<file path="config.mk">
export PLATFORM = sky130hd
export DESIGN_NAME = oam_dma_ctrl
export DESIGN_NICKNAME = d
export VERILOG_FILES = /design/src/rtl/oam_dma_ctrl.sv
export SDC_FILE = /design/constraint.sdc
export NUM_CORES = 1
export LEC_CHECK = 0
export CORE_MARGIN = 3
export CORE_UTILIZATION = 42
export CTS_BUF_LIST = sky130_fd_sc_hd__clkbuf_8 sky130_fd_sc_hd__clkbuf_16
export DETAILED_ROUTE_END_ITERATION = 10
export MAX_ROUTING_LAYER = met4
export PLACE_DENSITY_LB_ADDON = 0.25
export SETUP_SLACK_MARGIN = 0.2
export SKIP_LAST_GASP = 1
export SLEW_MARGIN = 15
export SYNTH_ARGS = -nofsm -noshare
export SYNTH_HDL_FRONTEND = slang
export SYNTH_SLANG_ARGS = --single-unit
</file>
<file path="constraint.sdc">
create_clock -name clk -period 4.6 [get_ports clk]
set_clock_uncertainty 0.2 [all_clocks]
set_input_delay 1.15 -clock clk [delete_from_list [all_inputs] [get_ports clk]]
set_output_delay 1.15 -clock clk [all_outputs]
set_load 0.05 [all_outputs]
</file>
<file path="src/rtl/oam_dma_ctrl.sv">
// OAM DMA controller: copies XFER_LEN bytes from {src_hi, idx} to OAM_BASE+idx,
// one byte per M-cycle, and fences CPU accesses off the bus while it owns it.
module oam_dma_ctrl #(
  parameter logic [15:0] DMA_REG_ADDR = 16'hFF46,
  parameter logic [15:0] OAM_BASE     = 16'hFE00,
  parameter int          XFER_LEN     = 160
) (
  input  logic        clk,
  input  logic        rst,
  input  logic [1:0]  t_cycle,
  input  logic [15:0] cpu_addr,
  input  logic        cpu_wr,
  input  logic        cpu_rd,
  input  logic [7:0]  cpu_data,
  input  logic [7:0]  mem_rdata,
  output logic [15:0] dma_addr,
  output logic [7:0]  dma_wdata,
  output logic        dma_rd,
  output logic        dma_wr,
  output logic        mem_ctrl_sel,
  output logic        cpu_blocked,
  output logic [7:0]  reg_rdata,
  output logic        dma_active
);

  typedef enum logic [1:0] {
    IDLE  = 2'd0,
    START = 2'd1,
    XFER  = 2'd2
  } state_t;

  localparam logic [7:0] IDX_LAST = 8'(XFER_LEN - 1);

  state_t      state_q, state_d;
  logic [7:0]  idx_q;
  logic [7:0]  src_hi_q;
  logic [7:0]  eff_hi;
  logic        trigger;
  logic        hram_hit;

  // Echo RAM (E000..FDFF) mirrors work RAM at C000..DDFF.
  assign eff_hi   = (src_hi_q >= 8'hE0) ? (src_hi_q - 8'h20) : src_hi_q;
  assign trigger  = cpu_wr && (cpu_addr == DMA_REG_ADDR) && (t_cycle == 2'd3);
  assign hram_hit = (cpu_addr >= 16'hFF80) && (cpu_addr <= 16'hFFFE);

  // NOTE: every output of this block gets a default before the case statement,
  // so no path leaves a signal unassigned and no latch is inferred.
  always_comb begin
    state_d      = state_q;
    dma_addr     = 16'h0000;
    dma_rd       = 1'b0;
    dma_wr       = 1'b0;
    mem_ctrl_sel = 1'b0;
    dma_active   = 1'b0;
    unique case (state_q)
      IDLE: begin
        if (trigger) state_d = START;
      end
      START: begin
        dma_active = 1'b1;
        if (trigger)                state_d = START;
        else if (t_cycle == 2'd3)   state_d = XFER;
      end
      XFER: begin
        dma_active   = 1'b1;
        mem_ctrl_sel = 1'b1;
        // T0-T1 read the source byte, T2-T3 write it into OAM.
        if (!t_cycle[1]) begin
          dma_rd   = 1'b1;
          dma_addr = {eff_hi, idx_q};
        end else begin
          dma_wr   = 1'b1;
          dma_addr = OAM_BASE + {8'h00, idx_q};
        end
        if (trigger)                                    state_d = START;
        else if ((t_cycle == 2'd3) && (idx_q == IDX_LAST)) state_d = IDLE;
      end
      default: state_d = IDLE;
    endcase
  end

  // High RAM and the DMA register itself stay reachable during a transfer.
  assign cpu_blocked = mem_ctrl_sel && (cpu_rd || cpu_wr) && !hram_hit &&
                       (cpu_addr != DMA_REG_ADDR);

  // NOTE: sequential state uses non-blocking assignments so every register
  // samples the pre-edge values, independent of statement order.
  always_ff @(posedge clk) begin
    if (rst) begin
      state_q   <= IDLE;
      idx_q     <= 8'h00;
      src_hi_q  <= 8'h00;
      reg_rdata <= 8'h00;
      dma_wdata <= 8'h00;
    end else begin
      state_q <= state_d;
      if (trigger) begin
        src_hi_q  <= cpu_data;
        reg_rdata <= cpu_data;
      end
      if ((state_q == XFER) && (t_cycle == 2'd1)) dma_wdata <= mem_rdata;
      if ((state_q == START) && (state_d == XFER)) idx_q <= 8'h00;
      else if ((state_q == XFER) && (t_cycle == 2'd3)) idx_q <= idx_q + 8'd1;
    end
  end

endmodule

</file>
==> impl_results.md <==
- Status: finished, final reports clean
- Synth Net Count: 213
- CTS tree: done
- Unrepaired setup endpoints after global routing: no
- Final Max Slew Viols: 0
- # fillers: 273
- Crit path kind: primary input to primary output
- R2R depth: 6
- Number of max-cap violations: 0
- Total congestion overflow: 0
- Worst skew pair latency: 280 ps
- First-pass GRT wire length: 5.98 mm
- GRT Util Overall: 18.7%
- Hold path start: dma_wdata[4]
- Mean Syn Cell Area: 8.37 um^2
- CP top delay family: buffers and inverters
- CP max-delay cell: clkdlybuf4s50_1
- Post-Syn Area: 1420 um^2
- Worst Path Buf+Inv: 2
- Register Area: 520 um^2
- # setup viols final: 0
- Slowest stage delay, CP: 800 ps
- Crit start category: primary input
- CTS buffer count: 3
- Layout cells sized above 1: 7.11%
- Fin. Hold Viols: 0
- Detail Placement HPWL: 2.68 mm
- Metal-1 WL: 1.51 mm
- Die width: 64.0 um
- Worst reg2reg path endpoint: idx_q[3]
- Top cell by count, worst path: clkdlybuf4s50_1
- R2r startpoint: state_q[0]
- Min Clock Period, post-route: 4220 ps
- Vias in the first global route: 1373
- Post-CTS setup buffers: 0
- Row count: 20
- Routability cong.: 0.837
- Placed Instances: 279
- Die Y-Extent: 64.0 um
- Multi-input gate area: 826 um^2
- Boundary pin count: 75
- Post-cts repair resize count: 1
- Core Footprint: 3130 um^2
- Hold WC Path Type: register to register
- Worst-path cell chain: clkdlybuf4s50_1 -> o21a_1 -> clkdlybuf4s50_1
- Die ar.: 4100 um^2
- H-tree Lvls: 1
- CTS max path bufs: 2
- Hold Path Depth: 2
- Fin Hold WS: 256 ps
- CTS root buf: clkbuf_8
- R2R Setup Slk: 2240 ps
- Worst setup EP type: primary output
- Distinct cells, synth: 37
- Met3 WL post-DR: 261 um
- Largest net degree at the start of global routing: 24
- F_max: 237 MHz
- Worst Max-Slew Pin Slew: 712 ps
- Port Buffers: 74
- Flop and latch count out of synthesis: 26
- Initial Util: 45.2%
- # nets final: 284
- Peak supply drop: 105 uV
- Post-CTS Hold Buffers: 0
- Worst EP arrival: 2870 ps
- Worst rel slew slack: 52.5%
- Worst Path Max Fanout: 12
- Gate Count Post-Synth: 169
- DR DRC count: 0
- Metal2 WL: 1.71 mm
- P_leak: 0.850 nW
- Core Util, Final: 72.2%
- Yosys Warn Count: 0
- Fin crit share: 91.8%
- Power per cell area: 207 nW/um^2
- ANT nets after route: 0
- Clock Sinks: 26
- DR vias/cell: 5.01
- Fin Setup TNS: 0 ps
- Initial antenna violation count: 0
- Routed Wire Length: 3.56 mm
- Worst-path clk slew: 90 ps
- Post-DP Area: 2190 um^2
- Fin area: 2260 um^2
- Register area share after synthesis: 36.8%
- Ant diodes: 0
- Routed length per instance: 12.6 um
- Req. time, crit path: 3250 ps
- Initial DRC count: 91
- Area growth syn-to-layout: 59.5%
- Number of detailed-route iterations in the first pass: 4
- Top sig layer: met4
- Hold EP: dma_wdata[4]
- Via count: 1418
- Final std cells w/o fill: 283
-- tightest hold or removal path, cell delays in order (launching register included) --
cell	delay, ps
dfxtp_1	320
nand2_1	50
a21oi_1	50
-- metrics by stage --
stage / power, W / setup slack (ps)
floorplan: 0.000242 / 994
global placement: 0.000275 / 237
detailed placement: 0.000276 / 190
CTS: 0.000468 / 366
global route: 0.000489 / 276
finish: 0.000468 / 378
-- sequential cells by signal, summed over array words and instances, names as in the netlist --
name       flops
dma_wdata      8
idx_q          8
src_hi_q       8
state_q        2
-- Yosys cell counts (all sizes together) --
cell type  count  share of area [%]
nor4           1               0.44
nor2b          3                1.3
o21ai          3                1.1
or3            1               0.44
dfxtp         26                 37
a21oi         13                4.9
o41ai          1                1.1
o21a           5                2.7
buf            5                2.2
inv            6                1.6
nor3b          1               0.53
mux2i          9                6.4
a211o          1               0.71
nand2         16                4.2
or3b           1               0.62
o31ai          1               0.53
ha             6                5.3
nor3           2               0.71
a221oi         1                1.9
or2b           1               0.62
nor4b          2                1.7
o21bai         1               0.53
nand3         13                4.6
clkbuf         4                1.1
nor2          21                5.6
xor2           4                2.5
and2          11                5.1
xnor2          3                1.9
nand4          4                1.8
a31oi          2               0.88
and3           1               0.44
-- report_power, final --
group / internal (W) / switching [W]
Combinational: 0.0000305 / 0.0000148
Sequential: 0.000225 / 0.000000000204
Clock: 0.000117 / 0.0000810
-- per-layer routing --
metal | vias up | global-route usage (%)
met5 | - | -
met2 | 48 | 28.8
met4 | 0 | 9.16
met3 | 7 | 5.45
met1 | 640 | 22.4
li1 | 723 | -
-- final cells by class --
type | count | area share [%]
Inverter | 6 | 0.998
Timing Repair Buffer | 75 | 33.8
Sequential cell | 26 | 23.1
Multi-Input combinational cell | 128 | 36.6
Clock inverter | 1 | 1.33
Clock buffer | 3 | 1.83
Tap cell | 44 | 2.44
-- cell usage in the layout, fill, tap and decap left out, drive strengths merged --
cell type | netlist | layout
nand4 | 4 | 4
nand3 | 13 | 13
o41ai | 1 | 1
nor2 | 21 | 21
or3 | 1 | 1
a21oi | 13 | 13
buf | 5 | 5
nand2 | 16 | 16
dlygate4sd2 | 0 | 1
nor4b | 2 | 2
nor3 | 2 | 2
or3b | 1 | 1
a31oi | 2 | 2
dfxtp | 26 | 26
o31ai | 1 | 1
a211o | 1 | 1
bufinv | 0 | 1
xnor2 | 3 | 3
and3 | 1 | 1
xor2 | 4 | 4
nor4 | 1 | 1
clkdlybuf4s50 | 0 | 69
or2b | 1 | 1
mux2i | 9 | 9
ha | 6 | 6
clkbuf | 4 | 3
o21ai | 3 | 3
nor2b | 3 | 3
and2 | 11 | 11
o21bai | 1 | 1
nor3b | 1 | 1
inv | 6 | 6
a221oi | 1 | 1
o21a | 5 | 5
-- how the worst max path moves through the flow --
stage,from,to,slack [ps],cells after the start
after floorplan,cpu_addr[2],cpu_blocked,990,4
after global placement,cpu_addr[5],cpu_blocked,240,7
after detailed placement,cpu_addr[5],cpu_blocked,190,7
after CTS,t_cycle[1],dma_addr[14],370,3
after global routing,t_cycle[1],dma_addr[14],280,3
final,t_cycle[1],dma_addr[14],380,3
-- kinds of logic after synthesis --
logic type               share of synthesized area [%]
AND/OR/NAND/NOR                                   28.1
AO/OA/AOI/OAI                                     14.2
flip-flops                                        36.8
buffers and inverters                             4.86
multiplexers                                      6.37
XOR/XNOR                                          4.33
adder cells (fa/ha/maj)                           5.30
No activity file was read; power rests on OpenSTA's default activity.
